==> config.mk <==
export PLATFORM = sky130hd
export DESIGN_NAME = shift_sequencer
export DESIGN_NICKNAME = d
export VERILOG_FILES = /design/src/rtl/shift_pkg.sv /design/src/rtl/shift_step_unit.sv /design/src/rtl/shift_sequencer.sv
export SDC_FILE = /design/constraint.sdc
export NUM_CORES = 1
export LEC_CHECK = 0
export CAP_MARGIN = 20
export CORE_ASPECT_RATIO = 0.6
export CORE_MARGIN = 2
export CORE_UTILIZATION = 40
export DETAILED_ROUTE_END_ITERATION = 10
export GPL_TIMING_DRIVEN = 0
export PLACE_DENSITY_LB_ADDON = 0.15
export SYNTH_ARGS = -nofsm -noshare
export SYNTH_HDL_FRONTEND = slang
export SYNTH_SLANG_ARGS = --single-unit
==> constraint.sdc <==
create_clock -name Clk -period 3 [get_ports Clk]
set_clock_uncertainty 0.05 [all_clocks]
set_input_delay 0.3 -clock Clk [delete_from_list [all_inputs] [get_ports Clk]]
set_output_delay 0.3 -clock Clk [all_outputs]
set_load 0.05 [all_outputs]
==> src/rtl/shift_pkg.sv <==
// rtl/shift_pkg.sv - funct codes, FSM state encoding and shift direction codes
package shift_pkg;

    localparam logic [5:0] FUNCT_SLL  = 6'b000000;
    localparam logic [5:0] FUNCT_SRL  = 6'b000010;
    localparam logic [5:0] FUNCT_SRA  = 6'b000011;
    localparam logic [5:0] FUNCT_SLLV = 6'b000100;
    localparam logic [5:0] FUNCT_SRLV = 6'b000110;
    localparam logic [5:0] FUNCT_SRAV = 6'b000111;

    localparam logic [1:0] ST_IDLE  = 2'd0;
    localparam logic [1:0] ST_SHIFT = 2'd1;
    localparam logic [1:0] ST_DONE  = 2'd2;

    localparam logic [1:0] DIR_LL = 2'd0;
    localparam logic [1:0] DIR_RL = 2'd1;
    localparam logic [1:0] DIR_RA = 2'd2;

    function automatic logic funct_valid(input logic [5:0] f);
        case (f)
            FUNCT_SLL, FUNCT_SRL, FUNCT_SRA,
            FUNCT_SLLV, FUNCT_SRLV, FUNCT_SRAV: return 1'b1;
            default:                            return 1'b0;
        endcase
    endfunction

    // The V forms take their amount from rs; funct bit 2 marks them.
    function automatic logic funct_variable(input logic [5:0] f);
        return f[2];
    endfunction

    function automatic logic [1:0] funct_dir(input logic [5:0] f);
        case (f[1:0])
            2'b00:   return DIR_LL;
            2'b10:   return DIR_RL;
            default: return DIR_RA;
        endcase
    endfunction

endpackage

==> src/rtl/shift_step_unit.sv <==
// rtl/shift_step_unit.sv - combinational shift of a value by a small amount in one direction
module shift_step_unit
    import shift_pkg::*;
#(
    parameter int DATA_W = 32,
    parameter int AMT_W  = 1
) (
    input  logic [DATA_W-1:0] i_value,
    input  logic [AMT_W-1:0]  i_amt,
    input  logic [1:0]        i_dir,
    output logic [DATA_W-1:0] o_value
);

    always_comb begin
        o_value = i_value;
        case (i_dir)
            DIR_LL:  o_value = i_value << i_amt;
            DIR_RL:  o_value = i_value >> i_amt;
            DIR_RA:  o_value = DATA_W'($signed(i_value) >>> i_amt);
            default: o_value = i_value;
        endcase
    end

endmodule

==> src/rtl/shift_sequencer.sv <==
// rtl/shift_sequencer.sv - multi-cycle shift controller that stalls the execute stage until done
module shift_sequencer
    import shift_pkg::*;
#(
    parameter int DATA_W = 32,
    parameter int STEP   = 1
) (
    input  logic              Clk,
    input  logic              Rst,
    input  logic              Start,
    input  logic [5:0]        Funct,
    input  logic [4:0]        Shamt,
    input  logic [DATA_W-1:0] RsData,
    input  logic [DATA_W-1:0] RtData,
    input  logic              Flush,
    output logic              SelShift,
    output logic              Busy,
    output logic              Stall,
    output logic              Done,
    output logic [DATA_W-1:0] Result
);

    localparam int         AMT_W  = $clog2(STEP + 1);
    localparam logic [4:0] STEP_L = 5'(STEP);

    logic [1:0]        r_state;
    logic [DATA_W-1:0] r_value;
    logic [4:0]        r_remain;
    logic [1:0]        r_dir;
    logic              r_sel_shift;
    logic [DATA_W-1:0] r_result;

    logic              w_start_ok;
    logic [4:0]        w_amt;
    logic [4:0]        w_step_amt;
    logic [DATA_W-1:0] w_next;

    assign w_start_ok = (r_state == ST_IDLE) && Start && funct_valid(Funct);
    assign w_amt      = funct_variable(Funct) ? RsData[4:0] : Shamt;
    assign w_step_amt = (r_remain < STEP_L) ? r_remain : STEP_L;

    shift_step_unit #(
        .DATA_W (DATA_W),
        .AMT_W  (AMT_W)
    ) u_step (
        .i_value (r_value),
        .i_amt   (w_step_amt[AMT_W-1:0]),
        .i_dir   (r_dir),
        .o_value (w_next)
    );

    always_ff @(posedge Clk) begin
        if (Rst) begin
            r_state     <= ST_IDLE;
            r_value     <= '0;
            r_remain    <= '0;
            r_dir       <= DIR_LL;
            r_sel_shift <= 1'b0;
            r_result    <= '0;
        end else begin
            case (r_state)
                ST_IDLE: begin
                    if (w_start_ok && !Flush) begin
                        r_value     <= RtData;
                        r_remain    <= w_amt;
                        r_dir       <= funct_dir(Funct);
                        r_sel_shift <= ~funct_variable(Funct);
                        if (w_amt == 5'd0) begin
                            r_state  <= ST_DONE;
                            r_result <= RtData;
                        end else begin
                            r_state  <= ST_SHIFT;
                        end
                    end
                end
                ST_SHIFT: begin
                    if (Flush) begin
                        r_state <= ST_IDLE;
                    end else begin
                        r_value  <= w_next;
                        r_remain <= r_remain - w_step_amt;
                        // Result is published on the way into DONE so it is valid there.
                        if (r_remain == w_step_amt) begin
                            r_state  <= ST_DONE;
                            r_result <= w_next;
                        end
                    end
                end
                default: r_state <= ST_IDLE;
            endcase
        end
    end

    assign SelShift = r_sel_shift;
    assign Result   = r_result;
    assign Busy     = (r_state != ST_IDLE);
    assign Stall    = !Rst && (w_start_ok || (r_state == ST_SHIFT));
    assign Done     = !Rst && !Flush && (r_state == ST_DONE);

endmodule

# Yosys cells after proc, flatten, opt, wreduce, memory -nomap -nowiden
# Index checks and enable logic that the tools add are counted.
# classes
add_sub_neg,1
order_cmp,1
eq_ne,16
shifts,3
muxes,21
bitwise_logic,1
n_reduce_logical,21
# ops
cell,count
32-bit 2-to-1 mux,6
32-bit case mux with 2 select lines,2
32-bit case mux with 3 select lines,1
32-bit by 1-bit << shifter with 32-bit output,1
32-bit by 1-bit >> shifter with 32-bit output,1
32-bit by 1-bit >>> shifter with 32-bit output,1
5-bit 2-to-1 mux,4
"6-bit by 3-bit == test with 1-bit output, second input constant",3
"6-bit by 2-bit == test with 1-bit output, second input constant",2
5-bit case mux with 2 select lines,1
2-bit 2-to-1 mux,4
2-bit case mux with 2 select lines,2
"2-bit == test, second input constant",3
1-bit logical AND,6
2-bit zero test,3
6-bit zero test,1
6-bit OR reduction,1
5-bit == test,1
5-bit zero test,1
"5-bit by 1-bit less-than comparator with 1-bit output, second input constant",1
5-bit AND reduction,1
5-bit subtractor,1
"2-bit by 1-bit == test with 1-bit output, second input constant",2
"2-bit by 1-bit != test with 1-bit output, second input constant",2
other kinds (9),13
# word_totals
regBits,74
input_bits,79
out_inout_bits,36
word_cells,70

# Logic depth before layout (Yosys ltp)
# depth
ltp_word,7
mapped_depth,10
mapped_depth_nobuf,8

# Modules after synthesis
# Synthesis repeated with hierarchy kept, for this count alone.
# hier_totals
hier_cells,561
area_unflattened_um2,5316.3
# by_module_without_submodules
module,instances,cells_per_inst,area_each_um2,seq_area_each_um2
shift_sequencer,1,407,3798.6,1481.4
shift_step_unit,1,154,1517.7,0.0

# Least setup slack after synthesis
# Ideal clock, no wire load.
# synth_path
path_kind,input to output
start,input port Rst
end,output port Done
t_arrival_ns,2.115
required_time_ns,2.650
path_slack_ns,0.535
path_stages,2
n_path_buf,1
cell_sequence,clkbuf_1 > nor4b_1
# synth_between
elab_chain_cells,3
# synth_lines
element,line,rtl
start: declaration,shift_sequencer.sv:9,"input logic Rst,"
1-bit zero test,shift_sequencer.sv:98,assign Done = !Rst && !Flush && (r_state == ST_DONE);
1-bit logical AND (2 in series),shift_sequencer.sv:98,
end: declaration,shift_sequencer.sv:19,"output logic Done,"
# Every way passes these cells.

# Final worst setup path
# layout_path
start,input port Funct[3]
end,output port Stall
# layout_between
elab_chain_cells,6
word_cells_on_any_way,11
classes_between,eq/ne: 5; mux: 1; reduce/logical: 5
# layout_lines
element,line,rtl
start: declaration,shift_sequencer.sv:11,"input logic [5:0] Funct,"
"6-bit by 2-bit == test with 1-bit output, or another cell as far along",shift_pkg.sv:20,case (f)
6-bit OR reduction *,shift_pkg.sv:20,
1-bit 2-to-1 mux *,shift_pkg.sv:20,
1-bit logical AND *,shift_sequencer.sv:38,assign w_start_ok = (r_state == ST_IDLE) && Start && funct_valid(Funct);
1-bit logical OR *,shift_sequencer.sv:97,assign Stall = !Rst && (w_start_ok || (r_state == ST_SHIFT));
1-bit logical AND *,shift_sequencer.sv:97,
end: declaration,shift_sequencer.sv:18,"output logic Stall,"
# Every way passes the cells marked *; elsewhere a longest branch is shown, timed or not.

==> results by group <==
Synthesis
  • Compound-Gate Fraction of Synth Area: 0.319
  • Synth Area in Simple Gates: 0.189
  • Largest family of logic cells by synthesized area: compound AO/OA/AOI/OAI gates
  • Seq cells post-synth: between 70 and 80
  • Syn nets: 596
  • Main synth FF type: dfxtp_1
  • Synth top area share: 0.341
  • Number of synthesized flops with an enable pin: 0
  • Yosys top cell by area: dfxtp_1
  • Synth top area cells: dfxtp_1 34%, a211oi_1 8.3%, nor2_1 6.5%
  • Yosys warns: 0
  • Synth Instances: 515
  • Area share of xor/xnor cells in the synthesized design: 0.00202
  • Mux cell area share after synthesis: 0.0779
  • Asr flop ratio synth: 0
  • Syn_area_per_cell: 8.43 µm²
  • Syn Std Cell Area: 4340 µm²
  • Sequential element share of the synthesized area: 0.341
  • Synth Area in Adders: 0.00577
  • Yosys cell types: 49

Detailed routing
  • Max layer used: met4
  • DR pass1 iterations: 5
  • Metal3 WL: ~1100 µm
  • DRT iter0 DRCs: 582
  • Wire per inst: 19.5 µm
  • Final WL: 14700 µm
  • DR DRC count: 0
  • Via density: 5.90
  • Vias: 4456
  • WL met1: 7480 µm
  • Final ANT Viol Nets: 0
  • Routed wl met2: 5870 µm

Timing
  • Worst Hold Margin: 353 ps
  • Setup violations, final: 0
  • Setup TNS: 0 ps
  • RSZ-0062 raised after global routing: false
  • Max-slew headroom: 0.500
  • Worst Max-Slew Pin Slew: 750 ps
  • Maximum operating frequency: 371 MHz
  • Min Tclk post-route: 2700 ps
  • Pins Over Slew Limit: 0
  • Fin crit share: 0.900
  • Final worst setup slack: roughly 300 ps
  • Final Hold Fails: 0

CTS
  • Worst skew pair latency: 330 ps
  • CTS tree: built
  • Cts hold-fix bufs: 0
  • Htree depth: 3
  • Num Clock Sinks: 74
  • TritonCTS Buffers: 9
  • CTS max path bufs: 2
  • CTS clk-pin slew, worst paths: 60 ps
  • Post-CTS sizing: 0
  • Setup Fix Bufs, Post-CTS: 0
  • Root buffer cell: clkbuf_16

Pwr
  • Power per Cell Area: 427 nW/µm²
  • Maximum VDD drop: between 200 and 300 µV
  • Lkg Pwr: 1.85 nW
  • Total chip power: 0.00242 W

Cells and area
  • Diodes inserted: 0
  • Most common cell after layout, fill and taps aside: clkdlybuf4s50_1
  • Design Area, Final: 5660 µm²
  • Layout cell share with drive strength beyond 1: 0.143
  • Area grow syn2layout: 30.3%
  • Most frequent cells in the layout: 85 x clkdlybuf4s50_1, 75 x nor2_1, 74 x dfxtp_1
  • Nets: 692

Run status
  • Outcome: finished clean

Floorplanning
  • Die Area: around 12000 µm²
  • Core footprint: 10600 µm²
  • Die extent in y: between 80 and 90 µm
  • Die width: about 140 µm
  • Site Rows: 29
  • Initial Util: 0.411
  • Io pins: 115

Setup path
  • Critical Path Sink Type: primary output
  • Kind of critical path: in2out
  • Crit-path max FO: 3
  • CP arrival: 2350 ps
  • Critical Path Start Type: primary input
  • WP data required: 2650 ps

GRT
  • Antenna violations before repair: 0
  • Largest net degree at the start of global routing: 13
  • GRT Resource Usage Total: 0.251
  • Vias in the first global route: 4192
  • Gr ovfl total: 0
  • First-pass GRT wire length: 23300 µm

Placed design
  • Placed Area: around 5400 µm²
  • Post-place setup slack: 285 ps
  • Final GP Congestion: 0.911
  • Hpwl dp: 11100 µm
  • Port bufs: 85

Worst hold path
  • Classification of the worst-slack hold path: in2reg

Flow run
  • Max-cap violation count: 0
==> layout make-up <==
| type | count | area [µm²] |
|---|---|---|
| clock inverters | 4 | 25.0 |
| well taps | 139 | 174 |
| clock buffers | 12 | 267 |
| repair buffers | 85 | 851 |
| flip-flops and latches | 74 | 1480 |
| plain buffers | 49 | 250 |
| fillers | 987 | 4900 |
| multi-input cells | 383 | 2570 |
| inverters | 9 | 33.8 |
==> routing by layer <==
metal | track usage | vias up
met5 | 0 | -
met4 | 0.0566 | 0
met3 | 0.0553 | 18
met2 | 0.348 | 204
met1 | 0.391 | 2133
li1 | - | 2101
==> synth_stat cells, types with 2 or more instances <==
master and number:
nor2_1 75, dfxtp_1 74, a211oi_1 48, nand2_1 42, mux2i_1 27, o21ai_0 26
a21oi_1 22, clkbuf_1 21, buf_2 20, o22ai_1 19, a211oi_2 17, nor3b_1 10
o221ai_2 10, inv_1 9, o21a_1 8, or4_1 8, nor2b_1 7, a22oi_1 6
mux2_2 6, nor3_1 6, o221ai_1 6, buf_4 5, nand2b_1 5, buf_6 3
o211ai_1 3, a211o_1 2, a311oi_1 2, a31oi_1 2, ha_1 2, nand3_1 2
nand3b_1 2, o21ai_2 2, or2_2 2
==> metrics by stage <==
stage | std cells | utilization
2_1_floorplan | 515 | -
3_3_place_gp | 739 | 0.508
3_5_place_dp | 739 | 0.508
4_1_cts | 755 | 0.536
5_1_grt | 755 | 0.536
6_report | 755 | 0.536
==> cells by family (layout without fill, tap and decap cells) <==
group,Yosys count,after routing
adders and majority gates,2,2
AOI/OAI and AO/OA,178,178
buffers and inverters,58,159
and+or+nand+nor,169,169
muxes,33,33
DFF,74,74
xor gates and xnor gates,1,1
==> state kept, by name (all words and copies together) (netlist names) <==
signal and cells:
SelShift 1, r_value 32, r_remain 5, Result 32, r_state 2, r_dir 2
==> critical path, stage by stage <==
cell	delay, ps
clkdlybuf4s50_1	440
nor4b_4	390
o21ai_2	130
a211oi_1	250
clkdlybuf4s50_1	840
==> power by group <==
group	internal [W]	leakage (nW)	switching, W
clock network	0.000625	0.141	0.000422
registers	0.00100	0.598	0.0000252
logic	0.000153	1.11	0.000186
==> worst paths after layout <==
check                    from          to  slack [ps]  cells past startpoint
setup / recovery     Funct[3]       Stall         300                      5
hold / removal       Funct[2]    SelShift         350                      4
setup reg to reg  r_remain[4]  Result[31]         470                      9
hold reg to reg     Result[9]   Result[9]         440                      2
No activity file was read; power rests on OpenSTA's default activity.
